$ cat src/rtl/full_adder_pkg.sv
// Shared arithmetic definitions for the full_adder datapath slice.
package full_adder_pkg;

  localparam int unsigned DEFAULT_WIDTH = 1;

  // Two's-complement overflow from the carries into and out of the MSB.
  function automatic logic ovf_calc(input logic c_msb_in, input logic c_msb_out);
    return c_msb_in ^ c_msb_out;
  endfunction

endpackage

$ cat src/rtl/full_adder_fa_cell.sv
// Single-bit full adder; the ripple-chain building block of full_adder.
module fa_cell (
  input  logic a,
  input  logic b,
  input  logic ci,
  output logic s,
  output logic co
);

  assign s  = a ^ b ^ ci;
  assign co = (a & b) | (a & ci) | (b & ci);

endmodule

$ cat src/rtl/full_adder.sv
// Ripple-carry adder with a live combinational result and a one-cycle
// registered copy carrying valid and signed-overflow flags.
module full_adder
  import full_adder_pkg::*;
#(
  parameter int unsigned WIDTH = DEFAULT_WIDTH
) (
  input  logic             clk,
  input  logic             rst,
  input  logic [WIDTH-1:0] a,
  input  logic [WIDTH-1:0] b,
  input  logic             ci,
  output logic [WIDTH-1:0] s,
  output logic             co,
  input  logic             in_valid,
  output logic [WIDTH-1:0] s_q,
  output logic             co_q,
  output logic             ovf_q,
  output logic             out_valid
);

  logic             ovf;
  logic [WIDTH-1:0] s_d;
  logic             co_d;
  logic             ovf_d;
  logic             valid_d;
  logic             valid_q;

  // Each stage owns its carry-in/carry-out nets rather than sharing one
  // carry vector, so the chain is not a self-referencing bus.
  for (genvar i = 0; i < WIDTH; i++) begin : g_bit
    logic c_in;
    logic c_out;

    if (i == 0) begin : g_lsb
      assign c_in = ci;
    end else begin : g_mid
      assign c_in = g_bit[i-1].c_out;
    end

    fa_cell u_fa_cell (
      .a  (a[i]),
      .b  (b[i]),
      .ci (c_in),
      .s  (s[i]),
      .co (c_out)
    );
  end

  assign co  = g_bit[WIDTH-1].c_out;
  assign ovf = ovf_calc(g_bit[WIDTH-1].c_in, g_bit[WIDTH-1].c_out);

  always_comb begin
    s_d     = s_q;
    co_d    = co_q;
    ovf_d   = ovf_q;
    valid_d = in_valid;
    if (in_valid) begin
      s_d   = s;
      co_d  = co;
      ovf_d = ovf;
    end
  end

  always_ff @(posedge clk or posedge rst) begin
    if (rst) begin
      s_q     <= '0;
      co_q    <= 1'b0;
      ovf_q   <= 1'b0;
      valid_q <= 1'b0;
    end else begin
      s_q     <= s_d;
      co_q    <= co_d;
      ovf_q   <= ovf_d;
      valid_q <= valid_d;
    end
  end

  assign out_valid = valid_q;

endmodule

$ cat config.mk
export PLATFORM = sky130hd
export DESIGN_NAME = full_adder
export DESIGN_NICKNAME = d
export VERILOG_FILES = /design/src/rtl/full_adder_pkg.sv /design/src/rtl/full_adder_fa_cell.sv /design/src/rtl/full_adder.sv
export SDC_FILE = /design/constraint.sdc
export NUM_CORES = 1
export LEC_CHECK = 0
export CAP_MARGIN = 20
export CORE_AREA = 2 2 39 41
export CTS_CLUSTER_DIAMETER = 40
export CTS_CLUSTER_SIZE = 14
export DETAILED_ROUTE_END_ITERATION = 16
export DIE_AREA = 0 0 41 43
export SYNTH_ARGS = -nofsm -noshare
export SYNTH_HDL_FRONTEND = slang
export SYNTH_SLANG_ARGS = --single-unit
export TNS_END_PERCENT = 5
$ cat constraint.sdc
create_clock -name clk -period 1.07 [get_ports clk]
set_clock_uncertainty 0.1 [all_clocks]
set_input_delay 0.1605 -clock clk [delete_from_list [all_inputs] [get_ports clk]]
set_output_delay 0.1605 -clock clk [all_outputs]
set_load 0.02 [all_outputs]
; ---- Yosys cells after proc, flatten, opt, wreduce, memory -nomap -nowiden
; Index checks and enable logic that the tools add are counted.
[classes]
add_sub_neg = 0
multipliers = 0
n_div = 0
order_cmp = 0
n_eq_ne = 0
shifts = 0
mux = 0
bitwise = 8
n_reduce_logical = 0
[ops]
columns = op, n
row1 = bitwise AND 1 bit, 3
row2 = bitwise XOR 1 bit, 3
row3 = bitwise OR 1 bit, 2
[totals]
reg_bits = 4
latchBits = 0
ramBits = 0
romBits = 0
inputBits = 6
output_inout_bits = 6
word_cells = 12
mem_count = 0

; ---- Logic depth before layout (Yosys ltp)
[logic_depth]
depth_word = 4
ltp_mapped = 3
mapped_depth_nobuf = 3

; ---- By module
; Synthesis repeated with hierarchy kept, for this count alone.
[unflattened]
cells_unflattened = 11
area_unflattened_um2 = 163.9
[modules_own_cells]
columns = module, instances, cells_each, area_per_inst_um2, seq_area_each_um2
row1 = full_adder, 1, 10, 143.9, 100.1
row2 = fa_cell, 1, 1, 20.0, 0.0

; ---- Least setup slack after synthesis
; No wires, ideal clock.
[synth_path]
path_kind = input to register
startpoint = in a
endpoint = reg s_q
setup_time_ns = 0.125
arrival_time_ns = 1.038
required_time_ns = 0.845
setup_slack_ns = -0.192
path_stages = 2
path_buffers = 0
path_cell_list = fa_1 mux2_2
[synth_via]
elab_chain_len = 2
[synth_rtl]
columns = element, line
row1 = from (decl), full_adder.sv:10  ; input logic [WIDTH-1:0] a,
row2 = bitwise XOR 1 bit (2 in series), full_adder_fa_cell.sv:10  ; assign s = a ^ b ^ ci;
row3 = to (signal assigned), full_adder.sv:67  ; s_q <= '0;
row4 = to (signal assigned), full_adder.sv:72  ; s_q <= s_d;
row5 = to (decl), full_adder.sv:16  ; output logic [WIDTH-1:0] s_q,
; Every way passes these cells.
; A chain may end at the register's enable or synchronous reset.

; ---- Final worst setup path
[layout_path]
startpoint = in b
endpoint = out s
[layout_via]
elab_chain_len = 2
[layout_rtl]
columns = element, line
row1 = from (decl), full_adder.sv:11  ; input logic [WIDTH-1:0] b,
row2 = bitwise XOR 1 bit (2 in series), full_adder_fa_cell.sv:10
row3 = to (decl), full_adder.sv:13  ; output logic [WIDTH-1:0] s,
; Every way passes these cells.

==> metrics.txt <==
status=finished, violations left; failing checks=negative setup slack; number of synthesized register bits=4; final hold viol count=0; CP Class=in2out; Crit. Startpoint=b; Setup Buffers After CTS=0; sequential-to-total area share from yosys stat=0.611; Netlist cell types=7; worst slew pin tran=slightly above 0.2 ns; Setup WS post-layout=-0.151 ns; worst slack, placed=-1.02 ns; final net count=39; via density per instance=3.22; Crit-path slowest cell=fa_2; Startpoint Class=input pin; final design utilization=0.243; Antenna Nets Post-Route=0; # IOs=12; Setup violations, final=1; CP Buf/Inv Count=2; Syn-to-layout area delta=105%; clock sink count=4; clock root buffer=clkbuf_4; critical path's top delay family=adder cells; syn_nets=18; FILL cells=roughly 160; layout cells sized above 1=0.667; maximum VDD drop=about 0.00039 V; Pwr per Cell Area=between 1500 and 2000 nW/um^2; gr usage total=0.0585; Routed WL per cell=about 8.6 um; Starting Density=0.118; Final Max Tran Viols=0; routed vias=between 100 and 150; Mapped Cells=11; pin count of the biggest net entering global routing=5; Syn Area/Cell=around 15 um^2; Max Cap Viol=0; Num CTS Buffers=3; Total Wirelength=397 um; GP Congestion=around 0.63; initial DRC count=0; CTS Hold Bufs=0; Max Freq=819 MHz; Die ar.=about 1800 um^2; post-route non-filler standard cell count=46; Rows=14; first-pass GRT wire length=approximately 630 um; CP required=a little over 0.8 ns; Hold WC Path Type=in2async; CP cell instances=buf_6 > fa_2 > buf_6; Rel. slew slack=0.865; Yosys Warn Count=0; Tcrit/Tclk final=1.14; Placed Cells incl. Taps=43; H-tree depth=1; Overall Power=about 0.00052 W; leakage=between 0.15 and 0.2 nW; CTS tree=built; Worst Reg-to-Reg Cells=2; Crit path largest cell delay=between 0.5 and 0.6 ns; Final min period=1.22 ns; number of buffers added on ports=11; most frequent cells in the layout=buf_2 (6), buf_4 (5), dfrtp_1 (4); Clock Pin Slew Worst Setup and Hold Paths=approximately 0.030 ns; commonest non-fill, non-tap cell in the layout=buf_2; Skew-Pair Late Insertion Delay=0.23 ns; DRC=0; Setup crit end kind=output pin; Die H=between 40 and 50 um; Mapped Area=164 um^2; Crit path top cell by count=buf_6; Ant. Diodes=0; Congestion Overflow GR=0; number of global-route vias before repair=between 150 and 200; Worst path depth=3; initial antenna violation count=0; Horiz. Die Dim=slightly above 40 um; worst r2r src=s_q$_DFFE_PP0P_; RSZ-0062 raised after global routing=true; router iterations before antenna repair=1; worst reg2reg setup slack=~0.10 ns; clock buffer depth=2; crit-path max FO=2; core area=~1400 um^2; CP Data Arrival Time=around 0.96 ns; Critical Path Sink=s; Fin Hold WS=0.0181 ns; reg2reg end=s_q$_DFFE_PP0P_
[cells in the mapped netlist]
| cell type | instances | area (um^2) |
|---|---|---|
| fa_1 | 1 | 20.0 |
| xnor2_1 | 1 | 8.76 |
| inv_1 | 1 | 3.75 |
| mux2_2 | 2 | 22.5 |
| dfrtp_1 | 4 | 100 |
| a21oi_1 | 1 | 5.00 |
| nor2_1 | 1 | 3.75 |
[metal layers]
layer,global-route usage,routed length (um),up-vias,part of all wire
met3,0.0314,83,0,0.21
met1,0.0654,157,62,0.40
met2,0.0719,156,12,0.39
met5,0,0,-,0
li1,-,-,74,-
met4,0.0600,0,0,0
[worst min-delay path by stage]
stage               startpoint                  end  slack [ns]  cells after the start
floorplan                  rst     co_q$_DFFE_PP0P_       -0.17                      1
CTS                        rst      s_q$_DFFE_PP0P_        0.01                      2
detailed placement         rst  out_valid$_DFF_PP0_        0.25                      2
global placement           rst  out_valid$_DFF_PP0_        0.25                      2
finish                     rst      s_q$_DFFE_PP0P_        0.02                      2
global route               rst  out_valid$_DFF_PP0_        0.04                      2
[area by class of cell]
class	count	area [um^2]	share of cell area
Sequential cell	4	100	0.297
Inverter	1	3.75	0.0112
Timing Repair Buffer	16	124	0.368
Tap cell	16	20.0	0.0595
Multi-Input combinational cell	6	66.3	0.197
Clock buffer	3	22.5	0.0669
[registers in the layout, summed over array words and instances (netlist names)]
register and cells:
ovf_q 1, co_q 1, out_valid 1, s_q 1
[kinds of logic (layout without fill, tap and decap cells)]
kind of cell / count (synthesis) / count (layout) / share of synthesized area
fa+ha+maj: 1 / 1 / 0.122
buf+inv: 1 / 20 / 0.0229
flops: 4 / 4 / 0.611
mux: 2 / 2 / 0.137
simple gates: 1 / 1 / 0.0229
xor+xnor: 1 / 1 / 0.0534
compound gates: 1 / 1 / 0.0305
[power breakdown]
group	switching [W]	internal, W
clock	0.0000526	0.000125
sequential	0.00000861	0.000172
combinational	0.0000769	0.0000891
[what timing repair did]
action / CTS / global route
cloned: 0 / 0
endpoints found under the setup margin: 9 / 2
endpoints found under the hold margin: 0 / 0
gates resized for setup: 39 / 2
pin swaps: 1 / 1
[per-stage QoR]
stage / TNS, ns / instance area, um^2
final: -0.151 / 337
after global routing: -0.161 / 337
after CTS: -0.157 / 328
after detailed placement: -3.92 / 338
after global placement: -3.80 / 338
after floorplan: -0.145 / 170
No activity file was read; power rests on OpenSTA's default activity.
==> edit: new RTL, same flow settings <==
Remove the register `valid_q`: a continuous assignment takes its place, so the output `out_valid` follows one clock earlier.
--- a/src/rtl/full_adder.sv
+++ b/src/rtl/full_adder.sv
@@ -67,14 +67,14 @@
       s_q     <= '0;
       co_q    <= 1'b0;
       ovf_q   <= 1'b0;
-      valid_q <= 1'b0;
     end else begin
       s_q     <= s_d;
       co_q    <= co_d;
       ovf_q   <= ovf_d;
-      valid_q <= valid_d;
     end
   end
+
+  assign valid_q = valid_d;
 
   assign out_valid = valid_q;
 
Check against the original RTL: not equivalent (a bounded check fails within 4 cycles, from zero or initial values and one cycle with rst high).
==> edit against the unedited design <==
The flow still finishes with violations (negative setup slack). Synthesized area shrank 11%. Combinational power grew 2%. Largest power group is now the clock network. Total power shrank 3.5%. Fmax shrank 0.17%. Sequential cell count shrank 1. Synthesized cell count is the same. Wire length shrank 8.1%. Cell area shrank 2.2%. Worst setup slack lost 0.0021 ns.
==> edit: results (changes against the unedited design) <==
* Status: finished with violations (unchanged)
* Failing checks: negative setup slack (unchanged)
* Reg2reg path depth at 2 (unchanged)
* Slew HR at 0.909 (was 0.865)
* Routed Antenna Nets at 0 (unchanged)
* Finished Layout Cells at 47 (was 46)
* Critical Path Slowest Stage Cell: fa_2 (unchanged)
* Final setup violation count at 2 (was 1)
* Layout cells sized above 1 at 0.645 (was 0.667)
* Worst setup margin at -0.153 ns (was -0.151 ns)
* Worst-case clock buffer depth at 2 (unchanged)
* GRT Total Usage at 0.0634 (was 0.0585)
* Clk_lat worst skew at 0.23 ns (about the same)
* Initial DRC Count at 0 (unchanged)
* Final WL at 365 um (was 397 um)
* Hold EP: ovf_q$_DFFE_PP0P_
* First-pass GRT wire length at 648 um (was 627 um)
* Critical Path Source: b (unchanged)
* TNS Setup at -0.164 ns (was -0.151 ns)
* Initial antenna violation count at 0 (unchanged)
* Worst path top cell family by delay: adder cells (unchanged)
* Seq/Total Area, Yosys at 0.513 (was 0.611)
* N_diodes at 0 (unchanged)
* Syn Area/Cell at 13.3 sq um (was 14.9 sq um)
* Clock transition at the registers of the reported paths at 0.04 ns
* R2r endpoint: s_q$_DFFE_PP0P_ (unchanged)
* CTS root buffer: clkbuf_4 (unchanged)
* Reg2reg start: s_q$_DFFE_PP0P_ (unchanged)
* CP max stage delay at 0.59 ns
* R2R setup slack at 0.10 ns (about the same)
* Top cells by count, synth: 3 x dfrtp_1, 2 x mux2_2 (was 4 x dfrtp_1, 2 x mux2_2)
* VDD IR max at 0.374 mV (was 0.394 mV)
* IO Port Bufs at 11 (unchanged)
* Met3 routed WL at 69 um (was 83 um)
* Max Used Layer: met3 (unchanged)
* Mapped Nets at 18 (unchanged)
* Largest net degree at the start of global routing at 5 (unchanged)
* WHS Path Cells at 4
* Worst-path fanout max at 2 (unchanged)
* # fillers at 155 (was 158)
* H-tree depth at 1 (unchanged)
* Synth unique cells at 8 (was 7)
* Cells after DPL at 42 (was 43)
* Ys Warns at 0 (unchanged)
* Met2 Routed Length at 139 um (was 156 um)
* Drt pass-1 iters at 1 (unchanged)
* P_leak at 0.158 nW (was 0.172 nW)
* Final GP Congestion at 0.556 (was 0.629)
* Top Registers: co_q x1, ovf_q x1, s_q x1
* Placed Area at 313 sq um (was 338 sq um)
* Number of global-route vias before repair at 162 (was 160)
* Worst hold path class: in -> reg (was in -> async)
* Final net count at 39 (unchanged)
* Post-synth EDFFs at 0 (unchanged)
* Switching share of power at 0.277 (was 0.264)
* Top cells by area, synth: dfrtp_1 51%, mux2_2 15%, fa_1 14% (was dfrtp_1 61%, mux2_2 14%, fa_1 12%)
* Metal-1 WL at 157 um (unchanged)
* CTS buffer count at 3 (unchanged)
* Hold Crit Start: ci
* Vias per cell at 3.28 (was 3.22)
## edit: routing by layer
layer | GRT usage | up-vias
met2 | 0.0625 | 12
met4 | 0.0600 | 0
met1 | 0.0712 | 66
li1 | - | 76
met5 | 0 | -
met3 | 0.0628 | 0
## edit: power by group through the flow
stage	Combinational [W]	Clock, W	Sequential (W)
final	0.000170	0.000196	0.000140
after global routing	0.000185	0.000225	0.000143
after CTS	0.000167	0.000210	0.000141
after detailed placement	0.000185	0	0.000142
after global placement	0.000184	0	0.000142
after floorplan	0.0000579	0	0.000164
## edit: cell type report
type | instances | area, sq um | share of cell area
repair buffers | 17 | 138 | 0.418
flip-flops and latches | 3 | 75.1 | 0.228
inverters | 1 | 3.75 | 0.0114
well taps | 16 | 20.0 | 0.0608
clock buffers | 4 | 26.3 | 0.0798
multi-input cells | 6 | 66.3 | 0.202
## edit: cell families (layout without fill, tap and decap cells)
| family | count (synthesis) | count (layout) | synth area share |
|---|---|---|---|
| buffers and inverters | 2 | 22 | 0.0769 |
| AO/OA/AOI/OAI | 1 | 1 | 0.0342 |
| AND/OR/NAND/NOR | 1 | 1 | 0.0256 |
| multiplexers | 2 | 2 | 0.154 |
| adder cells (fa/ha/maj) | 1 | 1 | 0.137 |
| flip-flops | 3 | 3 | 0.513 |
| XOR/XNOR | 1 | 1 | 0.0598 |
## edit: what timing repair did
action	CTS	global route
gates resized for setup	39	3
pin swaps	1	1
setup endpoints to repair	9	4
hold buffers	1	0
setup buffers	0	0
hold endpoints to repair	2	0
## edit: metrics by stage
stage / worst slack (ns) / util / hold WS (ns)
finish: -0.153 / 0.238 / 0.235
global route: -0.170 / 0.238 / 0.255
CTS: -0.155 / 0.229 / 0.231
detailed placement: -1.01 / 0.226 / 0.244
global placement: -1.01 / 0.226 / 0.248
floorplan: -0.108 / - / -0.186
